==> config.mk <==
export PLATFORM = sky130hd
export DESIGN_NAME = bullet_manager
export DESIGN_NICKNAME = d
export VERILOG_FILES = /design/src/rtl/bullet_manager.sv
export SDC_FILE = /design/constraint.sdc
export NUM_CORES = 1
export LEC_CHECK = 0
export BUFFER_PORTS_ARGS = -buffer_cell sky130_fd_sc_hd__buf_4
export CAP_MARGIN = 20
export CELL_PAD_IN_SITES_DETAIL_PLACEMENT = 0
export CELL_PAD_IN_SITES_GLOBAL_PLACEMENT = 1
export CORE_ASPECT_RATIO = 1.1
export CORE_UTILIZATION = 51
export DETAILED_ROUTE_END_ITERATION = 16
export PLACE_DENSITY = 0.84
export SLEW_MARGIN = 0
export SYNTH_ARGS = -nofsm -noshare
export SYNTH_HDL_FRONTEND = slang
export SYNTH_SLANG_ARGS = --single-unit
==> constraint.sdc <==
create_clock -name Clk -period 7.99 [get_ports Clk]
set_clock_uncertainty 0.2 [all_clocks]
set_input_delay 1.1985 -clock Clk [delete_from_list [all_inputs] [get_ports Clk]]
set_output_delay 1.1985 -clock Clk [all_outputs]
set_load 0.02 [all_outputs]
==> src/rtl/bullet_manager.sv <==
// rtl/bullet_manager.sv - player projectile slots: spawn, move, retire and per-pixel render
// Ports:
//   Clk, Reset         clock; synchronous active-high reset
//   VS                 raw vertical sync level; its rising edge is the frame tick
//   gameState          00 START, 01 PLAY, 10 GAMEOVER; slots only live in PLAY
//   Shooting, Facing   fire key level, player facing (1 = right)
//   PlayerX/Y/Width    player sprite top-left and width
//   ScrollEnable       background scrolled this frame (used with BULLET_SCROLL_COMP_EN)
//   DrawX, DrawY       current pixel coordinate
//   bulletOn/Pixel     registered hit flag and colour, 1 Clk behind DrawX/DrawY
//   activeCount        number of live slots
//   fireEvent          one-cycle pulse per successful spawn
// Optional: define BULLET_SCROLL_COMP_EN to drift bullets left with the scrolling background.
module bullet_manager #(
    parameter int         NUM_BULLETS  = 4,
    parameter int         BULLET_W     = 4,
    parameter int         BULLET_H     = 2,
    parameter int         SPEED        = 6,
    parameter int         COOLDOWN     = 8,
    parameter int         MUZZLE_Y     = 12,
    parameter logic [4:0] BULLET_COLOR = 5'd17,
    parameter int         SCROLL_STEP  = 1
) (
    input  logic       Clk,
    input  logic       Reset,
    input  logic       VS,
    input  logic [1:0] gameState,
    input  logic       Shooting,
    input  logic       Facing,
    input  logic [9:0] PlayerX,
    input  logic [9:0] PlayerY,
    input  logic [9:0] PlayerWidth,
    input  logic       ScrollEnable,
    input  logic [9:0] DrawX,
    input  logic [9:0] DrawY,
    output logic       bulletOn,
    output logic [4:0] bulletPixel,
    output logic [3:0] activeCount,
    output logic       fireEvent
);

    localparam logic [1:0]         PLAY    = 2'b01;
    localparam logic signed [11:0] XMAX_S  = 12'(640 - BULLET_W);
    localparam logic [10:0]        XMAX_U  = 11'(640 - BULLET_W);
    localparam logic signed [11:0] SPEED_S = 12'(SPEED);
    localparam logic [10:0]        W_M1    = 11'(BULLET_W - 1);
    localparam logic [10:0]        H_M1    = 11'(BULLET_H - 1);

    logic [NUM_BULLETS-1:0] active_q, active_n;
    logic [NUM_BULLETS-1:0] dir_q, dir_n;
    logic [9:0]             x_q [NUM_BULLETS];
    logic [9:0]             x_n [NUM_BULLETS];
    logic [9:0]             y_q [NUM_BULLETS];
    logic [9:0]             y_n [NUM_BULLETS];

    logic       vs_d, shoot_d, pending;
    logic [7:0] cooldown;
    logic       tick, placed, pos_ok, spawn_req, hit;
    logic [10:0] right_x;
    logic [9:0]  spawn_x, spawn_y;
    logic signed [11:0] nx;
    logic [3:0] count_n;

    assign tick = VS & ~vs_d;

`ifdef BULLET_SCROLL_COMP_EN
    localparam logic signed [11:0] STEP_S = 12'(SCROLL_STEP);
`else
    logic unused_scroll;
    assign unused_scroll = ScrollEnable ^ (SCROLL_STEP != 0);
`endif

    // Spawn position: ahead of the player on the side it faces.
    always_comb begin
        right_x = {1'b0, PlayerX} + {1'b0, PlayerWidth};
        spawn_y = PlayerY + 10'(MUZZLE_Y);
        if (Facing) begin
            spawn_x = right_x[9:0];
            pos_ok  = (right_x <= XMAX_U);
        end else begin
            spawn_x = PlayerX - 10'(BULLET_W);
            pos_ok  = (PlayerX >= 10'(BULLET_W));
        end
        spawn_req = pending && (cooldown == 8'd0) && pos_ok;
    end

    // Next slot state for a tick: move/retire every live slot, then place the
    // new bullet in the lowest free slot so it does not move on its spawn tick.
    always_comb begin
        active_n = active_q;
        dir_n    = dir_q;
        x_n      = x_q;
        y_n      = y_q;
        nx       = '0;
        placed   = 1'b0;
        if (tick) begin
            for (int i = 0; i < NUM_BULLETS; i++) begin
                if (active_q[i]) begin
                    nx = dir_q[i] ? $signed({2'b00, x_q[i]}) + SPEED_S
                                  : $signed({2'b00, x_q[i]}) - SPEED_S;
                    if (nx < 0 || nx > XMAX_S) active_n[i] = 1'b0;
                    else                       x_n[i]      = nx[9:0];
`ifdef BULLET_SCROLL_COMP_EN
                    if (active_n[i] && ScrollEnable) begin
                        nx = $signed({2'b00, x_n[i]}) - STEP_S;
                        if (nx < 0) active_n[i] = 1'b0;
                        else        x_n[i]      = nx[9:0];
                    end
`endif
                end
            end
            if (spawn_req) begin
                for (int i = 0; i < NUM_BULLETS; i++) begin
                    if (!placed && !active_n[i]) begin
                        placed      = 1'b1;
                        active_n[i] = 1'b1;
                        x_n[i]      = spawn_x;
                        y_n[i]      = spawn_y;
                        dir_n[i]    = Facing;
                    end
                end
            end
        end
        count_n = '0;
        for (int i = 0; i < NUM_BULLETS; i++) count_n = count_n + 4'(active_n[i]);
    end

    // Pixel hit test in 11 bits so x+W-1 near the right edge cannot wrap.
    always_comb begin
        hit = 1'b0;
        for (int i = 0; i < NUM_BULLETS; i++) begin
            if (active_q[i]
                && {1'b0, DrawX} >= {1'b0, x_q[i]} && {1'b0, DrawX} <= {1'b0, x_q[i]} + W_M1
                && {1'b0, DrawY} >= {1'b0, y_q[i]} && {1'b0, DrawY} <= {1'b0, y_q[i]} + H_M1)
                hit = 1'b1;
        end
    end

    always_ff @(posedge Clk) begin
        if (Reset) begin
            vs_d        <= 1'b0;
            shoot_d     <= 1'b0;
            pending     <= 1'b0;
            cooldown    <= '0;
            active_q    <= '0;
            dir_q       <= '0;
            for (int i = 0; i < NUM_BULLETS; i++) begin
                x_q[i] <= '0;
                y_q[i] <= '0;
            end
            bulletOn    <= 1'b0;
            bulletPixel <= '0;
            activeCount <= '0;
            fireEvent   <= 1'b0;
        end else begin
            vs_d        <= VS;
            shoot_d     <= Shooting;
            bulletOn    <= hit;
            bulletPixel <= hit ? BULLET_COLOR : 5'd0;
            if (gameState != PLAY) begin
                active_q    <= '0;
                pending     <= 1'b0;
                cooldown    <= '0;
                activeCount <= '0;
                fireEvent   <= 1'b0;
            end else begin
                active_q    <= active_n;
                dir_q       <= dir_n;
                x_q         <= x_n;
                y_q         <= y_n;
                activeCount <= count_n;
                fireEvent   <= placed;
                if (tick)                     pending <= 1'b0;
                else if (Shooting && !shoot_d) pending <= 1'b1;
                // The spawn tick counts as the first cooldown frame, so spawns
                // end up exactly COOLDOWN ticks apart.
                if (tick) begin
                    if (placed)                cooldown <= 8'(COOLDOWN - 1);
                    else if (cooldown != 8'd0) cooldown <= cooldown - 8'd1;
                end
            end
        end
    end

endmodule

* Word level (Yosys, flattened, before mapping)
Cells that the tools add are included.
** Word-level totals
- Register bits after elaboration :: 110
- Bits of input ports :: 58
- Output and inout bits :: 11
** Cells by class
- Add/sub/neg operators :: 23
- $lt $le $gt $ge :: 26
- Eq/ne operators :: 1
- Mux-type cells :: 55
- Bitwise gates (word level) :: 4
- Reductions and logical operators :: 44
** Operator list (number)
- 2-to-1 mux 10 bit :: 13
- less-or-equal comparator 10 x 11 -> 1 bit :: 8
- >= comparator 10 bit :: 8
- greater-than comparator 12 x 11 -> 1 bit, second input constant :: 4
- less-than comparator 12 x 1 -> 1 bit, second input constant :: 4
- 2-to-1 mux 12 bit :: 4
- adder 10 x 1 -> 11 bit, second input constant :: 4
- adder 10 x 2 -> 11 bit, second input constant :: 4
- adder 10 x 3 -> 11 bit, second input constant :: 4
- subtractor 10 x 3 -> 11 bit, second input constant :: 4
- 2-to-1 mux 40 bit :: 1
- 2-to-1 mux 1 bit :: 32
- logical AND 1 bit :: 22
- 2-to-1 mux 8 bit :: 2
- AND reduction 4 bit :: 4
- adder 10 x 10 -> 11 bit :: 1
- less-or-equal comparator 11 x 10 -> 1 bit, second input constant :: 1
- adder 10 x 4 -> 10 bit, second input constant :: 1
- >= comparator 10 x 3 -> 1 bit, second input constant :: 1
- subtractor 10 x 3 -> 10 bit, second input constant :: 1
- logical NOT 8 bit :: 1
- 2-to-1 mux 4 bit :: 2
- nonzero test 8 bit :: 1
- subtractor 8 x 1 -> 8 bit, second input constant :: 1
- other kinds (13) :: 25

* Depth between registers and ports, before layout
- Depth after elaboration :: 28
- Mapped depth :: 16
- Depth with buffers taken out :: 15

* Worst setup path before layout
OpenSTA, ideal clock, no wires.
- Path type :: input -> register
- Start point :: input port PlayerX[0]
- End point :: register activeCount[1]
- Library setup time :: 0.126 ns
- Arrival :: 5.113 ns
- Data required time :: 7.664 ns
- Slack :: 2.550 ns
- Stages on the path :: 15
- Cell sequence :: ha_1 > fa_1 > a211oi_1 > nor4b_1 > nor4_1 > nor4_1 > o311ai_2 > nand2_1 > or2_2 > o211ai_1 > fa_1 > ha_1 > ha_1 > inv_1 > nor2_1
** On the way
- Elaborated cells between the ends (all ways) :: 10
- Classes of those cells :: add/sub (4); order compare (2); mux (3); reduce/logical (1)
** RTL lines
- start, declared :: line 30 : input logic [9:0] PlayerX,
- adder 10 x 10 -> 11 bit :: line 75 : right_x = {1'b0, PlayerX} + {1'b0, PlayerWidth};
- less-or-equal comparator 11 x 10 -> 1 bit :: line 79 : pos_ok = (right_x <= XMAX_U);
- 2-to-1 mux 1 bit * :: line 77 : if (Facing) begin
- logical AND 1 bit * :: line 84 : spawn_req = pending && (cooldown == 8'd0) && pos_ok;
- 2-to-1 mux 4 bit * :: line 112 : if (spawn_req) begin
- 2-to-1 mux 4 bit * :: line 96 : if (tick) begin
- via active_n[3] :: line 49 : logic [NUM_BULLETS-1:0] active_q, active_n;
- adder 3 x 1 -> 4 bit * :: line 125 : for (int i = 0; i < NUM_BULLETS; i++) count_n = count_n + 4'(active_n[i]);
- via count_n[1] :: line 62 : logic [3:0] count_n;
- end signal, assigned :: line 171 : activeCount <= count_n;
- end, declared :: line 38 : output logic [3:0] activeCount,
The timed path passes the listed nets; every way through them passes the cells marked *.
A chain may end at the register's enable or synchronous reset.

* Worst setup path in the final report
Ends and elaborated chain as after synthesis.

==> flow_summary.ini <==
[clock_tree]
cts_tree = yes
cts_resized = 0
cts_root_buffer = clkbuf_16
insertion_delay_ns = 0.36
clock_path_buffers = 2
holdBufCountCts = 0
cts_sinks = 104
clkTransAtPathRegs_ns = 0.08
numCtsBuffers = 9
htree_levels = 3
postCtsSetupBuffers = 0

[synth]
ys_seq_area_frac = 0.181
syn_area_per_cell_um2 = 7.97
netlist_area_um2 = 11500
synth_edf_count = 0
synthArstFlopShare = 0
ys_types = 81
ys_seq_elements = 104
synth_ff_type = dfxtp_1
yosysWarnings = 0
syn_inst = 1448

[status]
status = completed

[detailed_routing]
drt_pass1_iterations = 5
drt_wl_total_um = 32900
vias = 10700
viasPerCell = 6.05
wl_per_cell_um = 18.7
antenna_left = 0
route.detailed.drc = 0
drt_iter0_markers = 590

[critical_path]
crit_fanout = 9
endpoint_kind = register
reg2regPathDepth = 13
crit_start = PlayerX[0]
cp.required_ns = 8.01
crit_arrival_ns = 5.92
r2r_slack_ns = 3.11
r2r-start = x_q[33]
worstReg2RegEnd = activeCount[1]
endpoint = activeCount[1]
cp-start-kind = input pin
worstSetupPathType = input pin to register

[sta]
rsz0062_at_grt = false
tns_ns = 0
hold_violations = 0
hold-worst-slack_ns = 0.275
setup-violations-final = 0
worst_slew_pin_slew_ns = 1.00
period_needed_ns = 5.90
max_freq_mhz = 169
slew_headroom = 0.331
min_period_over_period = 0.739
drv_slew = 0
worst_slack_ns = 2.09

[layout]
n_antenna_cell = 0
fin_area_um2 = 12400
syn_to_final_growth_pct = 7.64
layout-drive-gt1-share = 0.0785
nets = 1720

[floorplanning]
initial_utilization = 0.522
num_rows = 57
die-area_um2 = 23200
die_y_um = 160
io_pins = 69
core_um2 = 22100
die_width_um = 145

[place]
dp_slack_ns = 1.77
finalWeightedCongestion = 0.869
place_area_um2 = 12100
dpl.hpwl_um = 25300
port_buffers = 63

[power]
cellPowerDensity_nw_per_um2 = 102
ir_drop_uv = 124
cellLeakagePower_uw = 0.00463

[global_route]
grt_pass1_wl_um = 52800
grt_pass1_vias = 10200
grt_util_all_layers = 0.284
grt_max_degree = 62
antenna_found_initial = 0
grt_overflow = 0

[min_path]
hold_path.class = register to register
hold_path_depth = 2

[flow_run]
timing.max_cap.violations = 0
## layer usage
metal	share of wire	global-route usage	wire length [µm]	up-vias
met3	0.040	0.0343	1320	44
li1	-	-	-	5310
met2	0.49	0.521	16200	277
met1	0.44	0.341	14300	5024
met5	0	0	0	-
met4	0.032	0.0900	1060	0
## state kept, by name, indices dropped and copies added (netlist names), 3 cells and up
| name | count |
|---|---|
| activeCount | 3 |
| dir_q | 4 |
| y_q | 40 |
| cooldown | 8 |
| x_q | 40 |
| active_q | 4 |
## layout by cell type, fill, tap and decap left out, types with 54 or more instances in the layout
cell type	count
a21oi_1	86
buf_4	66
dfxtp_1	104
ha_1	200
inv_1	99
nand2_1	70
nand3_1	54
nor2_1	131
o21ai_0	80
xnor2_1	93
## through the flow
| stage | utilization | instances | power [µW] |
|---|---|---|---|
| CTS | 0.562 | 1760 | 1280 |
| finish | 0.562 | 1760 | 1270 |
| floorplan | - | 1451 | 693 |
| global placement | 0.547 | 1744 | 793 |
| detailed placement | 0.547 | 1744 | 797 |
| global route | 0.562 | 1760 | 1330 |
## critical path, stage by stage
cell and delay, ns:
buf_4 0.12, ha_1 0.23, fa_1 0.43, a211oi_1 0.47, nor4b_1 0.12, nor4_1 0.39, nor4_1 0.15, o311ai_2 0.65
nand2_1 0.42, or2_2 0.41, o211ai_1 0.24, fa_1 0.49, ha_1 0.23, ha_1 0.27, inv_1 0.06, nor2_1 0.04
## worst min-delay path by stage
stage | from | endpoint | slack, ns
final | y_q[24] | y_q[24] | 0.27
after global routing | y_q[24] | y_q[24] | 0.31
after CTS | y_q[24] | y_q[24] | 0.27
after detailed placement | y_q[24] | y_q[24] | 0.26
after global placement | y_q[24] | y_q[24] | 0.26
after floorplan | y_q[24] | y_q[24] | 0.25
## cell families (layout without fill, tap and decap cells)
| kind of cell | Yosys count | in the layout | share of synthesized area |
|---|---|---|---|
| DFF | 104 | 104 | 0.181 |
| xor gates and xnor gates | 109 | 109 | 0.0828 |
| other | 1 | 4 | 0.000325 |
| and+or+nand+nor | 446 | 446 | 0.199 |
| buffers and inverters | 168 | 182 | 0.0593 |
| AOI/OAI and AO/OA | 381 | 381 | 0.225 |
| adders and majority gates | 202 | 202 | 0.220 |
| muxes | 37 | 37 | 0.0323 |
## Yosys cell counts, drive strengths merged (9+ instances only)
master  count  area (µm²)
xnor2      93         815
nand2b     17         106
nor4       17         128
a31oi      19         119
a211oi     31         243
nor2b      29         181
o211ai     20         150
dfxtp     104        2080
a21o       15         113
o21ai      81         409
a21boi      9        67.6
ha        200        2500
nand3      54         270
nor3       30         161
xor2       16         140
inv        99         372
nor2      132         495
a21oi      86         430
clkbuf     51         191
mux2i      35         350
nand4      31         194
o21a       34         255
nand2      70         263
or3        17         106
buf        17         118
## power breakdown
group	switching, µW	leakage, µW	internal (µW)
sequential	1.33	0.000838	519
combinational	164	0.00363	103
clock	227	0.000155	257
total	392	0.00463	879
## layout make-up
cell class              instances  area (µm²)
inverters                     100         375
multi-input cells            1179        8780
flip-flops and latches        104        2080
well taps                     295         369
fillers                      2186        9690
repair buffers                 66         495
clock inverters                 6        72.6
clock buffers                  10         239
Note: power is estimated with default switching activity, not from simulation.
